`config.mk`:
```
export PLATFORM = sky130hd
export DESIGN_NAME = nts_api_router_flat
export DESIGN_NICKNAME = d
export VERILOG_FILES = /design/src/rtl/nts_api_router_if.sv /design/src/rtl/nts_api_router.sv /design/src/flat_wrapper.sv
export SDC_FILE = /design/constraint.sdc
export NUM_CORES = 1
export LEC_CHECK = 0
export ABC_CLOCK_PERIOD_IN_PS = 4600
export CAP_MARGIN = 20
export CELL_PAD_IN_SITES_DETAIL_PLACEMENT = 0
export CELL_PAD_IN_SITES_GLOBAL_PLACEMENT = 2
export CORE_MARGIN = 5
export CORE_UTILIZATION = 23
export DETAILED_ROUTE_END_ITERATION = 12
export GPL_TIMING_DRIVEN = 0
export PLACE_DENSITY = 0.87
export SYNTH_ARGS = -nofsm -noshare
export SYNTH_HDL_FRONTEND = slang
export SYNTH_SLANG_ARGS = --single-unit
```
`constraint.sdc`:
```
create_clock -name i_clk -period 4.6 [get_ports i_clk]
set_input_delay 0.92 -clock i_clk [delete_from_list [all_inputs] [get_ports i_clk]]
set_output_delay 0.92 -clock i_clk [all_outputs]
set_load 0.02 [all_outputs]
```
`src/rtl/nts_api_router_if.sv`:
```
// Host/target bus bundle for nts_api_router: the API request/response side and
// the one-hot internal target side, plus the unmapped-access counter.
interface nts_api_router_if #(
    parameter int NUM_TARGETS    = 5,
    parameter int ADDR_WIDTH     = 12,
    parameter int INT_ADDR_WIDTH = 8,
    parameter int DATA_WIDTH     = 32
);
    logic                              i_api_cs;
    logic                              i_api_we;
    logic [ADDR_WIDTH-1:0]             i_api_address;
    logic [DATA_WIDTH-1:0]             i_api_write_data;
    logic                              o_api_ready;
    logic                              o_api_ack;
    logic [DATA_WIDTH-1:0]             o_api_read_data;
    logic                              o_api_unmapped;
    logic [NUM_TARGETS-1:0]            o_int_cs;
    logic                              o_int_we;
    logic [INT_ADDR_WIDTH-1:0]         o_int_address;
    logic [DATA_WIDTH-1:0]             o_int_write_data;
    logic [NUM_TARGETS*DATA_WIDTH-1:0] i_int_read_data;
    logic [15:0]                       o_unmapped_count;
    logic                              i_unmapped_count_clear;

    modport slave (
        input  i_api_cs, i_api_we, i_api_address, i_api_write_data,
        input  i_int_read_data, i_unmapped_count_clear,
        output o_api_ready, o_api_ack, o_api_read_data, o_api_unmapped,
        output o_int_cs, o_int_we, o_int_address, o_int_write_data,
        output o_unmapped_count
    );

    modport master (
        output i_api_cs, i_api_we, i_api_address, i_api_write_data,
        output i_int_read_data, i_unmapped_count_clear,
        input  o_api_ready, o_api_ack, o_api_read_data, o_api_unmapped,
        input  o_int_cs, o_int_we, o_int_address, o_int_write_data,
        input  o_unmapped_count
    );
endinterface

```
`src/rtl/nts_api_router.sv`:
```
// Registered API router: decodes one request against NUM_TARGETS windows, issues a
// one-cycle chip-select, waits READ_LATENCY, acks. Optional: NTS_API_ROUTER_UNMAPPED_COUNT_EN.
module nts_api_router #(
    parameter int NUM_TARGETS    = 5,
    parameter int ADDR_WIDTH     = 12,
    parameter int INT_ADDR_WIDTH = 8,
    parameter int DATA_WIDTH     = 32,
    parameter logic [NUM_TARGETS*ADDR_WIDTH-1:0] TARGET_BASE =
        {12'h180, 12'h080, 12'h020, 12'h010, 12'h000},
    parameter logic [NUM_TARGETS*ADDR_WIDTH-1:0] TARGET_STOP =
        {12'h1FF, 12'h17F, 12'h03F, 12'h01F, 12'h009},
    parameter int READ_LATENCY   = 1
) (
    input  logic             i_clk,
    input  logic             i_areset,
    nts_api_router_if.slave  bus
);
    localparam int TW = (NUM_TARGETS > 1) ? $clog2(NUM_TARGETS) : 1;
    localparam logic [2:0] LAT_INIT = (READ_LATENCY > 0) ? 3'(READ_LATENCY - 1) : 3'd0;

    typedef enum logic [1:0] {IDLE, ISSUE, WAIT, DONE} state_t;

    state_t                    state_q, state_d;
    logic                      ready_q, ready_d;
    logic                      ack_q, ack_d;
    logic                      unm_q, unm_d;
    logic [DATA_WIDTH-1:0]     rdata_q, rdata_d;
    logic [NUM_TARGETS-1:0]    int_cs_q, int_cs_d;
    logic                      int_we_q, int_we_d;
    logic [INT_ADDR_WIDTH-1:0] int_addr_q, int_addr_d;
    logic [DATA_WIDTH-1:0]     int_wdata_q, int_wdata_d;
    logic                      hit_q, hit_d;
    logic [TW-1:0]             tgt_q, tgt_d;
    logic [2:0]                cnt_q, cnt_d;

    logic                      dec_hit;
    logic [TW-1:0]             dec_tgt;
    logic [NUM_TARGETS-1:0]    dec_cs;
    logic [ADDR_WIDTH-1:0]     dec_base;
    logic [DATA_WIDTH-1:0]     rd_sel;

    // Descending scan so the lowest-numbered overlapping window wins.
    always_comb begin
        dec_hit  = 1'b0;
        dec_tgt  = '0;
        dec_cs   = '0;
        dec_base = '0;
        for (int k = NUM_TARGETS - 1; k >= 0; k--) begin
            if (bus.i_api_address >= TARGET_BASE[k*ADDR_WIDTH +: ADDR_WIDTH] &&
                bus.i_api_address <= TARGET_STOP[k*ADDR_WIDTH +: ADDR_WIDTH]) begin
                dec_hit   = 1'b1;
                dec_tgt   = TW'(k);
                dec_cs    = '0;
                dec_cs[k] = 1'b1;
                dec_base  = TARGET_BASE[k*ADDR_WIDTH +: ADDR_WIDTH];
            end
        end
    end

    always_comb begin
        rd_sel = '0;
        for (int k = 0; k < NUM_TARGETS; k++) begin
            if (tgt_q == TW'(k)) rd_sel = bus.i_int_read_data[k*DATA_WIDTH +: DATA_WIDTH];
        end
    end

    always_ff @(posedge i_clk or posedge i_areset) begin
        if (i_areset) begin
            state_q     <= IDLE;
            ready_q     <= 1'b0;
            ack_q       <= 1'b0;
            unm_q       <= 1'b0;
            rdata_q     <= '0;
            int_cs_q    <= '0;
            int_we_q    <= 1'b0;
            int_addr_q  <= '0;
            int_wdata_q <= '0;
            hit_q       <= 1'b0;
            tgt_q       <= '0;
            cnt_q       <= '0;
        end else begin
            state_q     <= state_d;
            ready_q     <= ready_d;
            ack_q       <= ack_d;
            unm_q       <= unm_d;
            rdata_q     <= rdata_d;
            int_cs_q    <= int_cs_d;
            int_we_q    <= int_we_d;
            int_addr_q  <= int_addr_d;
            int_wdata_q <= int_wdata_d;
            hit_q       <= hit_d;
            tgt_q       <= tgt_d;
            cnt_q       <= cnt_d;
        end
    end

    always_comb begin
        state_d = state_q;
        unique case (state_q)
            IDLE:  if (bus.i_api_cs) state_d = ISSUE;
            ISSUE: state_d = (int_we_q || !hit_q || READ_LATENCY == 0) ? DONE : WAIT;
            WAIT:  if (cnt_q == 3'd0) state_d = DONE;
            DONE:  state_d = IDLE;
            default: state_d = IDLE;
        endcase
    end

    // Outputs are computed one cycle ahead from state_d so every port is a flop.
    always_comb begin
        ready_d     = (state_d == IDLE);
        ack_d       = (state_d == DONE);
        unm_d       = (state_d == DONE) && !hit_q;
        rdata_d     = rdata_q;
        int_cs_d    = '0;
        int_we_d    = int_we_q;
        int_addr_d  = int_addr_q;
        int_wdata_d = int_wdata_q;
        hit_d       = hit_q;
        tgt_d       = tgt_q;
        cnt_d       = cnt_q;
        unique case (state_q)
            IDLE: begin
                if (bus.i_api_cs) begin
                    int_cs_d    = dec_cs;
                    int_we_d    = bus.i_api_we;
                    int_addr_d  = INT_ADDR_WIDTH'(bus.i_api_address - dec_base);
                    int_wdata_d = bus.i_api_write_data;
                    hit_d       = dec_hit;
                    tgt_d       = dec_tgt;
                end
            end
            ISSUE: begin
                cnt_d = LAT_INIT;
                if (!int_we_q && !hit_q)
                    rdata_d = '0;
                else if (!int_we_q && READ_LATENCY == 0)
                    rdata_d = rd_sel;
            end
            WAIT: begin
                if (cnt_q == 3'd0) rdata_d = rd_sel;
                else               cnt_d = cnt_q - 3'd1;
            end
            default: ;
        endcase
    end

    assign bus.o_api_ready      = ready_q;
    assign bus.o_api_ack        = ack_q;
    assign bus.o_api_unmapped   = unm_q;
    assign bus.o_api_read_data  = rdata_q;
    assign bus.o_int_cs         = int_cs_q;
    assign bus.o_int_we         = int_we_q;
    assign bus.o_int_address    = int_addr_q;
    assign bus.o_int_write_data = int_wdata_q;

`ifdef NTS_API_ROUTER_UNMAPPED_COUNT_EN
    logic [15:0] ucnt_q;

    // Clear has priority; the count saturates rather than wrapping.
    always_ff @(posedge i_clk or posedge i_areset) begin
        if (i_areset)
            ucnt_q <= '0;
        else if (bus.i_unmapped_count_clear)
            ucnt_q <= '0;
        else if (state_q == DONE && !hit_q && ucnt_q != 16'hFFFF)
            ucnt_q <= ucnt_q + 16'd1;
    end

    assign bus.o_unmapped_count = ucnt_q;
`else
    logic unused_clear;
    assign unused_clear         = bus.i_unmapped_count_clear;
    assign bus.o_unmapped_count = '0;
`endif
endmodule

```
`src/flat_wrapper.sv`:
```
// flat-port wrapper written by rule: the top's interface ports become plain ports
module nts_api_router_flat 
#(
    parameter int NUM_TARGETS    = 5,
    parameter int ADDR_WIDTH     = 12,
    parameter int INT_ADDR_WIDTH = 8,
    parameter int DATA_WIDTH     = 32,
    parameter logic [NUM_TARGETS*ADDR_WIDTH-1:0] TARGET_BASE =
        {12'h180, 12'h080, 12'h020, 12'h010, 12'h000},
    parameter logic [NUM_TARGETS*ADDR_WIDTH-1:0] TARGET_STOP =
        {12'h1FF, 12'h17F, 12'h03F, 12'h01F, 12'h009},
    parameter int READ_LATENCY   = 1
)
  (i_clk, i_areset, bus_i_api_cs, bus_i_api_we, bus_i_api_address, bus_i_api_write_data, bus_i_int_read_data, bus_i_unmapped_count_clear, bus_o_api_ready, bus_o_api_ack, bus_o_api_read_data, bus_o_api_unmapped, bus_o_int_cs, bus_o_int_we, bus_o_int_address, bus_o_int_write_data, bus_o_unmapped_count);
  nts_api_router_if #(.NUM_TARGETS(NUM_TARGETS), .ADDR_WIDTH(ADDR_WIDTH), .INT_ADDR_WIDTH(INT_ADDR_WIDTH), .DATA_WIDTH(DATA_WIDTH)) bus_i ();
  input  logic i_clk;
  input  logic i_areset;
  input wire logic [$bits(bus_i.i_api_cs)-1:0] bus_i_api_cs;
  input wire logic [$bits(bus_i.i_api_we)-1:0] bus_i_api_we;
  input wire logic [$bits(bus_i.i_api_address)-1:0] bus_i_api_address;
  input wire logic [$bits(bus_i.i_api_write_data)-1:0] bus_i_api_write_data;
  input wire logic [$bits(bus_i.i_int_read_data)-1:0] bus_i_int_read_data;
  input wire logic [$bits(bus_i.i_unmapped_count_clear)-1:0] bus_i_unmapped_count_clear;
  output wire logic [$bits(bus_i.o_api_ready)-1:0] bus_o_api_ready;
  output wire logic [$bits(bus_i.o_api_ack)-1:0] bus_o_api_ack;
  output wire logic [$bits(bus_i.o_api_read_data)-1:0] bus_o_api_read_data;
  output wire logic [$bits(bus_i.o_api_unmapped)-1:0] bus_o_api_unmapped;
  output wire logic [$bits(bus_i.o_int_cs)-1:0] bus_o_int_cs;
  output wire logic [$bits(bus_i.o_int_we)-1:0] bus_o_int_we;
  output wire logic [$bits(bus_i.o_int_address)-1:0] bus_o_int_address;
  output wire logic [$bits(bus_i.o_int_write_data)-1:0] bus_o_int_write_data;
  output wire logic [$bits(bus_i.o_unmapped_count)-1:0] bus_o_unmapped_count;
  assign bus_i.i_api_cs = bus_i_api_cs;
  assign bus_i.i_api_we = bus_i_api_we;
  assign bus_i.i_api_address = bus_i_api_address;
  assign bus_i.i_api_write_data = bus_i_api_write_data;
  assign bus_i.i_int_read_data = bus_i_int_read_data;
  assign bus_i.i_unmapped_count_clear = bus_i_unmapped_count_clear;
  assign bus_o_api_ready = bus_i.o_api_ready;
  assign bus_o_api_ack = bus_i.o_api_ack;
  assign bus_o_api_read_data = bus_i.o_api_read_data;
  assign bus_o_api_unmapped = bus_i.o_api_unmapped;
  assign bus_o_int_cs = bus_i.o_int_cs;
  assign bus_o_int_we = bus_i.o_int_we;
  assign bus_o_int_address = bus_i.o_int_address;
  assign bus_o_int_write_data = bus_i.o_int_write_data;
  assign bus_o_unmapped_count = bus_i.o_unmapped_count;
  nts_api_router #(.NUM_TARGETS(NUM_TARGETS), .ADDR_WIDTH(ADDR_WIDTH), .INT_ADDR_WIDTH(INT_ADDR_WIDTH), .DATA_WIDTH(DATA_WIDTH), .TARGET_BASE(TARGET_BASE), .TARGET_STOP(TARGET_STOP), .READ_LATENCY(READ_LATENCY)) u_core (.i_clk(i_clk), .i_areset(i_areset), .bus(bus_i));
endmodule
```
==> results.py, run 1 <==
metrics = {
    "route": {
        "via_per_inst": 4.37,
        "highest_layer": "met4",
        "met1_length_mm": 7.16,
        "route.met2.wl_mm": 9.68,
        "drt-total-wl_mm": 18.1,
        "dr_wl_met3_mm": 1.02,
        "vias": 4111,
        "drcViolationCount": 0,
        "dr.first_iter.drc_count": 199,
        "ant_nets": 0,
        "firstDrtPassIters": 4,
        "wl_per_cell_um": 19.2,
    },
    "synth": {
        "synth_top_area_share_pct": 47.2,
        "yosysMostFrequentCell": "dfrtp_1",
        "synth_area_um2": 4770,
        "syn_inst": 350,
        "yosysTopAreaCell": "dfrtp_1",
        "synth_area_per_cell_um2": 13.6,
        "ys_seq_area_share_pct": 47.2,
        "synthArstFlopShare_pct": 100,
        "synth_seq_cells": 90,
        "yosysUniqueCellTypes": 40,
        "synth-edff-count": 0,
        "synth_area_leaders": "dfrtp_1 47%, mux4_2 15%, mux2_2 8.3%, a221o_1 6.7%, nor2b_1 4.6%",
        "ys.flop_type": "dfrtp_1",
        "ys_top_cells_by_count": "90 x dfrtp_1, 35 x mux2_2, 35 x nor2b_1, 32 x a221o_1, 32 x mux4_2",
        "ys.warnings.count": 0,
    },
    "setup_path": {
        "crit_fanout": 6,
        "arrival_ps": 3100,
        "slowest_stage": "clkdlybuf4s50_1",
        "cp_slowest_stage_delay_ps": 400,
        "startpoint_type": "input pin",
        "cp_cell_sequence": "clkdlybuf4s50_1, or3_1, clkbuf_1, nor4_2, ha_1, inv_1, a211oi_1, xor2_1, o21ai_1",
        "required_ps": 4820,
        "crit_buf_inv": 3,
        "crit_family": "simple AND/OR/NAND/NOR gates",
        "end_kind": "register",
        "critPathKind": "in -> reg",
    },
    "placed_design": {
        "gp_congestion": 0.842,
        "portBuffers": 288,
        "dp.final_hpwl_mm": 14.8,
        "placed_cell_area_um2": 8080,
    },
    "sta": {
        "fmax_ghz": 0.347,
        "hold_violations": 0,
        "fin_skew_ps": 7.37,
        "hold_slack_ps": 503,
        "fin_crit_ps": 2880,
        "final_max_slew_viol_count": 0,
        "fin_crit_sh_pct": 62.6,
        "slew_headroom_pct": 55.5,
        "worstMarginPinSlew_ps": 668,
        "finalSetupViolCount": 0,
        "fin_tns_setup_ps": 0,
        "rsz0062_at_grt": "false",
    },
    "die": {
        "rows": 52,
        "die_area_um2": 23700,
        "core_um2": 20300,
        "die_h_um": 154,
        "die_w_um": 154,
        "ios": 306,
        "start_util_pct": 23.5,
    },
    "cts": {
        "cts-root-buf": "clkbuf_16",
        "path_clk_slew_ps": 70,
        "cts_buffers": 9,
        "cts_tree": "built",
        "cts_max_level": 3,
        "cts_setup_buffers": 0,
        "clkLatencyLatePin_ps": 350,
        "cts_hold_buf": 0,
        "cts_max_path_buffers": 2,
        "cts.sinks": 90,
        "cts_resized": 0,
    },
    "power_and_ir_drop": {
        "fin_total_pwr_w": 0.00424,
        "power.leakage_nw": 3.39,
        "powerDensity_nw_per_um2": 505,
        "vdd_ir_drop_max_uv": 242,
    },
    "grt": {
        "grt_pass1_vias": 4590,
        "grt.overflow.total": 0,
        "track_usage_pct": 14.8,
        "antenna_found_initial": 0,
        "grt_max_degree": 58,
        "grt_pass1_wl_mm": 27.5,
    },
    "finish": {
        "syn2layout_area_growth_pct": 76.2,
        "fillCellCount": 1948,
        "nNetsFinal": 882,
        "n_antenna_cell": 0,
        "drive_above_1_share_pct": 17.6,
        "fin_area_um2": 8400,
        "final_core_util_pct": 41.4,
    },
    "run": {
        "max-cap-violations": 0,
    },
    "hold_path": {
        "hold_class": "reg -> reg",
    },
    "status": {
        "status": "completed",
    },
}
-- final cells by class --
class,count,area [µm²],area share (%)
Sequential cell,90,2250,26.8
Tap cell,270,338,4.02
Timing Repair Buffer,289,2910,34.6
Clock inverter,6,96.3,1.15
Buffer,42,315,3.75
Multi-Input combinational cell,223,2220,26.4
Inverter,10,40.0,0.477
Clock buffer,10,229,2.73
-- worst paths after layout --
path / endpoint / slack (ps) / from / depth (start not counted)
worst max-delay path: u_core.bus.o_int_address[7] / 1720 / bus_i_api_address[10] / 9
worst min-delay path: u_core.bus.o_int_write_data[31] / 500 / u_core.bus.o_int_write_data[31] / 1
worst max register to register: u_core.bus.o_api_read_data[10] / 2330 / u_core.cnt_q[0] / 7
worst min register to register: u_core.bus.o_int_write_data[31] / 500 / u_core.bus.o_int_write_data[31] / 1
max in group asynchronous: u_core.bus.o_api_read_data[31] / 3000 / i_areset / 3
min in group asynchronous: u_core.bus.o_int_write_data[27] / 950 / i_areset / 2
-- sequential cells by signal, indices dropped and copies added (netlist names), 2 cells and up --
| name | cells |
|---|---|
| u_core.bus.o_api_read_data | 32 |
| u_core.bus.o_int_address | 8 |
| u_core.bus.o_int_cs | 5 |
| u_core.bus.o_int_write_data | 32 |
| u_core.cnt_q | 3 |
| u_core.state_q | 2 |
| u_core.tgt_q | 3 |
-- layer usage --
metal | vias to the layer above | global-route usage (%)
met2 | 143 | 26.5
met5 | - | 0
met3 | 11 | 3.57
li1 | 1917 | -
met4 | 0 | 3.53
met1 | 2040 | 18.0
-- cell usage in the layout, fill, tap and decap left out, drive strengths merged, types with 2 or more instances in the layout --
cell type      instances
a21o                   2
mux2                  37
a21oi                  2
mux4                  32
a221o                 32
nor2                   8
clkbuf                20
conb                  16
nand2                 13
inv                   13
xnor2                  3
dfrtp                 90
ha                     7
o21ai                 11
buf                   33
and3                   2
o31ai                  2
nor2b                 35
clkdlybuf4s50        288
nor3                   4
or3                    2
bufinv                 2
-- per-stage QoR --
step / instances / setup WS (ps)
final: 940 / 1720
after global placement: 923 / -200
after detailed placement: 924 / 1330
after floorplan: 365 / 1340
after global routing: 940 / 1530
after CTS: 940 / 1700
-- worst register-to-register path, stage by stage, from the launching register on --
cell,delay [ps]
dfrtp_1,370
inv_1,80
ha_1,210
nor2b_1,130
buf_2,160
o211ai_1,520
clkbuf_1,490
a221o_1,250
-- cells by family after synthesis --
logic type | after synthesis | synth area share (%)
buf+inv | 52 | 7.40
xor+xnor | 4 | 0.735
flops | 90 | 47.2
compound gates | 53 | 9.37
other cells | 1 | 0.0786
fa+ha+maj | 8 | 2.26
simple gates | 72 | 8.87
mux | 70 | 24.1
-- power breakdown --
part           switching [W]  internal, W  total, W
combinational        0.00104      0.00116   0.00219
sequential          0.000146      0.00107   0.00122
clock               0.000344     0.000485  0.000829
(Power assumes the default switching activity.)
==> run 2, diff against run 1 <==
--- a/config.mk
+++ b/config.mk
@@ -5,15 +5,15 @@
 export SDC_FILE = /design/constraint.sdc
 export NUM_CORES = 1
 export LEC_CHECK = 0
-export ABC_CLOCK_PERIOD_IN_PS = 4600
+export ABC_CLOCK_PERIOD_IN_PS = 2650
 export CAP_MARGIN = 20
 export CELL_PAD_IN_SITES_DETAIL_PLACEMENT = 0
 export CELL_PAD_IN_SITES_GLOBAL_PLACEMENT = 2
 export CORE_MARGIN = 5
-export CORE_UTILIZATION = 23
+export CORE_UTILIZATION = 20
 export DETAILED_ROUTE_END_ITERATION = 12
 export GPL_TIMING_DRIVEN = 0
-export PLACE_DENSITY = 0.87
+export PLACE_DENSITY = 0.8
 export SYNTH_ARGS = -nofsm -noshare
 export SYNTH_HDL_FRONTEND = slang
 export SYNTH_SLANG_ARGS = --single-unit
==> constraint.sdc (replaced) <==
create_clock -name i_clk -period 2.65 [get_ports i_clk]
set_input_delay 0.53 -clock i_clk [delete_from_list [all_inputs] [get_ports i_clk]]
set_output_delay 0.53 -clock i_clk [all_outputs]
set_load 0.02 [all_outputs]
==> run 2 against run 1 <==
Wire length down 2.3%. Worst setup slack got worse by 1500 ps. Die area rose by 14%. Global-route usage decreased by 2.1 points. Cell count rose by 5.3%. Largest cell class unchanged. Critical path depth unchanged. Register-to-register slack got worse by 1900 ps. Combinational power increased by 74%. Clock power rose by 56%. Critical path type unchanged. Core utilization shrank 5.4 points. First-iteration DRC count is 3.5% lower. Sequential share of layout area is 0.16 points lower.
==> results.py, run 2 (synthesized netlist as in run 1, its figures left out) <==
metrics = {
    "placed_design": {
        "dp.final_hpwl_mm": 14.2,
        "portBuffers": 288,
        "pre_cts_slack_ps": -235,
        "placed_cells": 974,
        "gp_congestion": 0.752,
    },
    "finish": {
        "fillCellCount": 2319,
        "drive_above_1_share_pct": 18.0,
        "instances_no_fill": 990,
        "n_antenna_cell": 0,
        "final_core_util_pct": 36.0,
        "layout_common_cells": "288 x clkdlybuf4s50_1, 90 x dfrtp_1, 35 x nor2b_1, 35 x mux2_2",
        "syn2layout_area_growth_pct": 77.3,
        "nNetsFinal": 883,
        "seq_area_um2": 2250,
        "multiInputGateArea_um2": 2230,
        "layout_commonest_cell": "clkdlybuf4s50_1",
    },
    "hold_path": {
        "hold_end": "u_core.cnt_q[2]",
        "worstHoldStart": "u_core.cnt_q[2]",
        "hold_class": "reg -> reg",
        "worstHoldPathCells": 1,
    },
    "route": {
        "drcViolationCount": 0,
        "via_per_inst": 4.10,
        "wl_per_cell_um": 17.8,
        "met1_length_mm": 7.17,
        "drt-total-wl_mm": 17.7,
        "vias": 4055,
        "firstDrtPassIters": 4,
        "route.met2.wl_mm": 8.88,
        "dr.first_iter.drc_count": 192,
        "ant_nets": 0,
        "dr_wl_met3_mm": 1.27,
        "highest_layer": "met4",
    },
    "die": {
        "start_util_pct": 20.3,
        "die_h_um": 164,
        "core_um2": 23500,
        "rows": 56,
        "die_w_um": 164,
        "die_area_um2": 27000,
        "ios": 306,
    },
    "sta": {
        "hold_violations": 0,
        "rsz0062_at_grt": "false",
        "slew_headroom_pct": 55.6,
        "fin_crit_ps": 2430,
        "fmax_ghz": 0.412,
        "worstMarginPinSlew_ps": 666,
        "fin_skew_ps": 5.80,
        "fin_crit_sh_pct": 91.6,
        "worst_slack_ps": 223,
        "finalSetupViolCount": 0,
        "hold_slack_ps": 484,
        "final_max_slew_viol_count": 0,
    },
    "cts": {
        "cts_buffers": 9,
        "path_clk_slew_ps": 80,
        "cts_max_path_buffers": 2,
        "clkLatencyLatePin_ps": 350,
        "cts_max_level": 3,
        "cts_tree": "built",
        "cts.sinks": 90,
        "cts-root-buf": "clkbuf_16",
        "cts_setup_buffers": 0,
    },
    "setup_path": {
        "critPathKind": "in -> reg",
        "end_kind": "register",
        "arrival_ps": 2660,
        "startpoint_type": "input pin",
        "r2r_slack_ps": 410,
        "required_ps": 2880,
        "r2r_start": "u_core.cnt_q[0]",
        "crit_fanout": 6,
        "reg2reg_depth": 7,
        "r2r_end": "u_core.bus.o_api_read_data[4]",
    },
    "grt": {
        "grt.overflow.total": 0,
        "grt_pass1_vias": 4410,
        "track_usage_pct": 12.7,
        "grt_max_degree": 38,
        "grt_pass1_wl_mm": 26.1,
        "antenna_found_initial": 0,
    },
    "status": {
        "status": "completed",
    },
    "power_and_ir_drop": {
        "powerDensity_nw_per_um2": 850,
        "vdd_ir_drop_max_uv": 324,
        "fin_total_pwr_w": 0.00718,
        "power.leakage_nw": 3.38,
    },
    "run": {
        "max-cap-violations": 0,
    },
}
run 2: worst max path at each step:
| stage | from | to | slack (ps) | cells past startpoint |
|---|---|---|---|---|
| 4_1_cts | bus_i_api_address[10] | u_core.bus.o_int_address[7] | 140 | 9 |
| 6_report | bus_i_api_address[10] | u_core.bus.o_int_address[7] | 220 | 9 |
| 3_3_place_gp | bus_i_api_address[10] | u_core.bus.o_int_address[7] | -240 | 9 |
| 2_1_floorplan | bus_i_api_address[10] | u_core.bus.o_int_address[7] | 460 | 8 |
| 5_1_grt | bus_i_api_address[10] | u_core.bus.o_int_address[7] | 30 | 9 |
| 3_5_place_dp | bus_i_api_address[10] | u_core.bus.o_int_address[7] | -230 | 9 |
run 2: where the power goes:
part	switching [W]	total, W	internal, W
Sequential	0.000232	0.00209	0.00186
Combinational	0.00180	0.00381	0.00201
Clock	0.000634	0.00129	0.000652
Total	0.00266	0.00718	0.00452
run 2: routing by layer:
layer | track usage (%) | up-vias
li1 | - | 1911
met4 | 4.57 | 0
met5 | 0 | -
met1 | 15.5 | 1965
met3 | 2.94 | 19
met2 | 21.9 | 160
run 2: per-stage QoR:
| stage | TNS, ps | area [µm²] |
|---|---|---|
| floorplan | 0 | 4830 |
| global placement | -13560 | 8110 |
| detailed placement | -435 | 8150 |
| CTS | 0 | 8440 |
| global route | 0 | 8450 |
| finish | 0 | 8450 |
run 2: area by class of cell:
class / count / area share [%]
repair buffers: 290 / 34.6
flip-flops and latches: 90 / 26.6
multi-input cells: 223 / 26.4
well taps: 319 / 4.72
plain buffers: 42 / 3.73
clock buffers: 9 / 2.66
clock inverters: 7 / 0.740
inverters: 10 / 0.489
run 2: repair_timing:
| item | in CTS | in global routing |
|---|---|---|
| endpoints found under the setup margin | 0 | 1 |
| hold endpoints to repair | 0 | 0 |
| resized for setup | 0 | 2 |
| hold buffers | 0 | 0 |
run 2: critical path: stages:
cell and delay [ps]:
clkdlybuf4s50_1 400, or3_1 410, clkbuf_1 220, nor2_1 220
nand2_1 120, ha_1 310, a211oi_2 210, xor2_1 170
o21ai_1 70
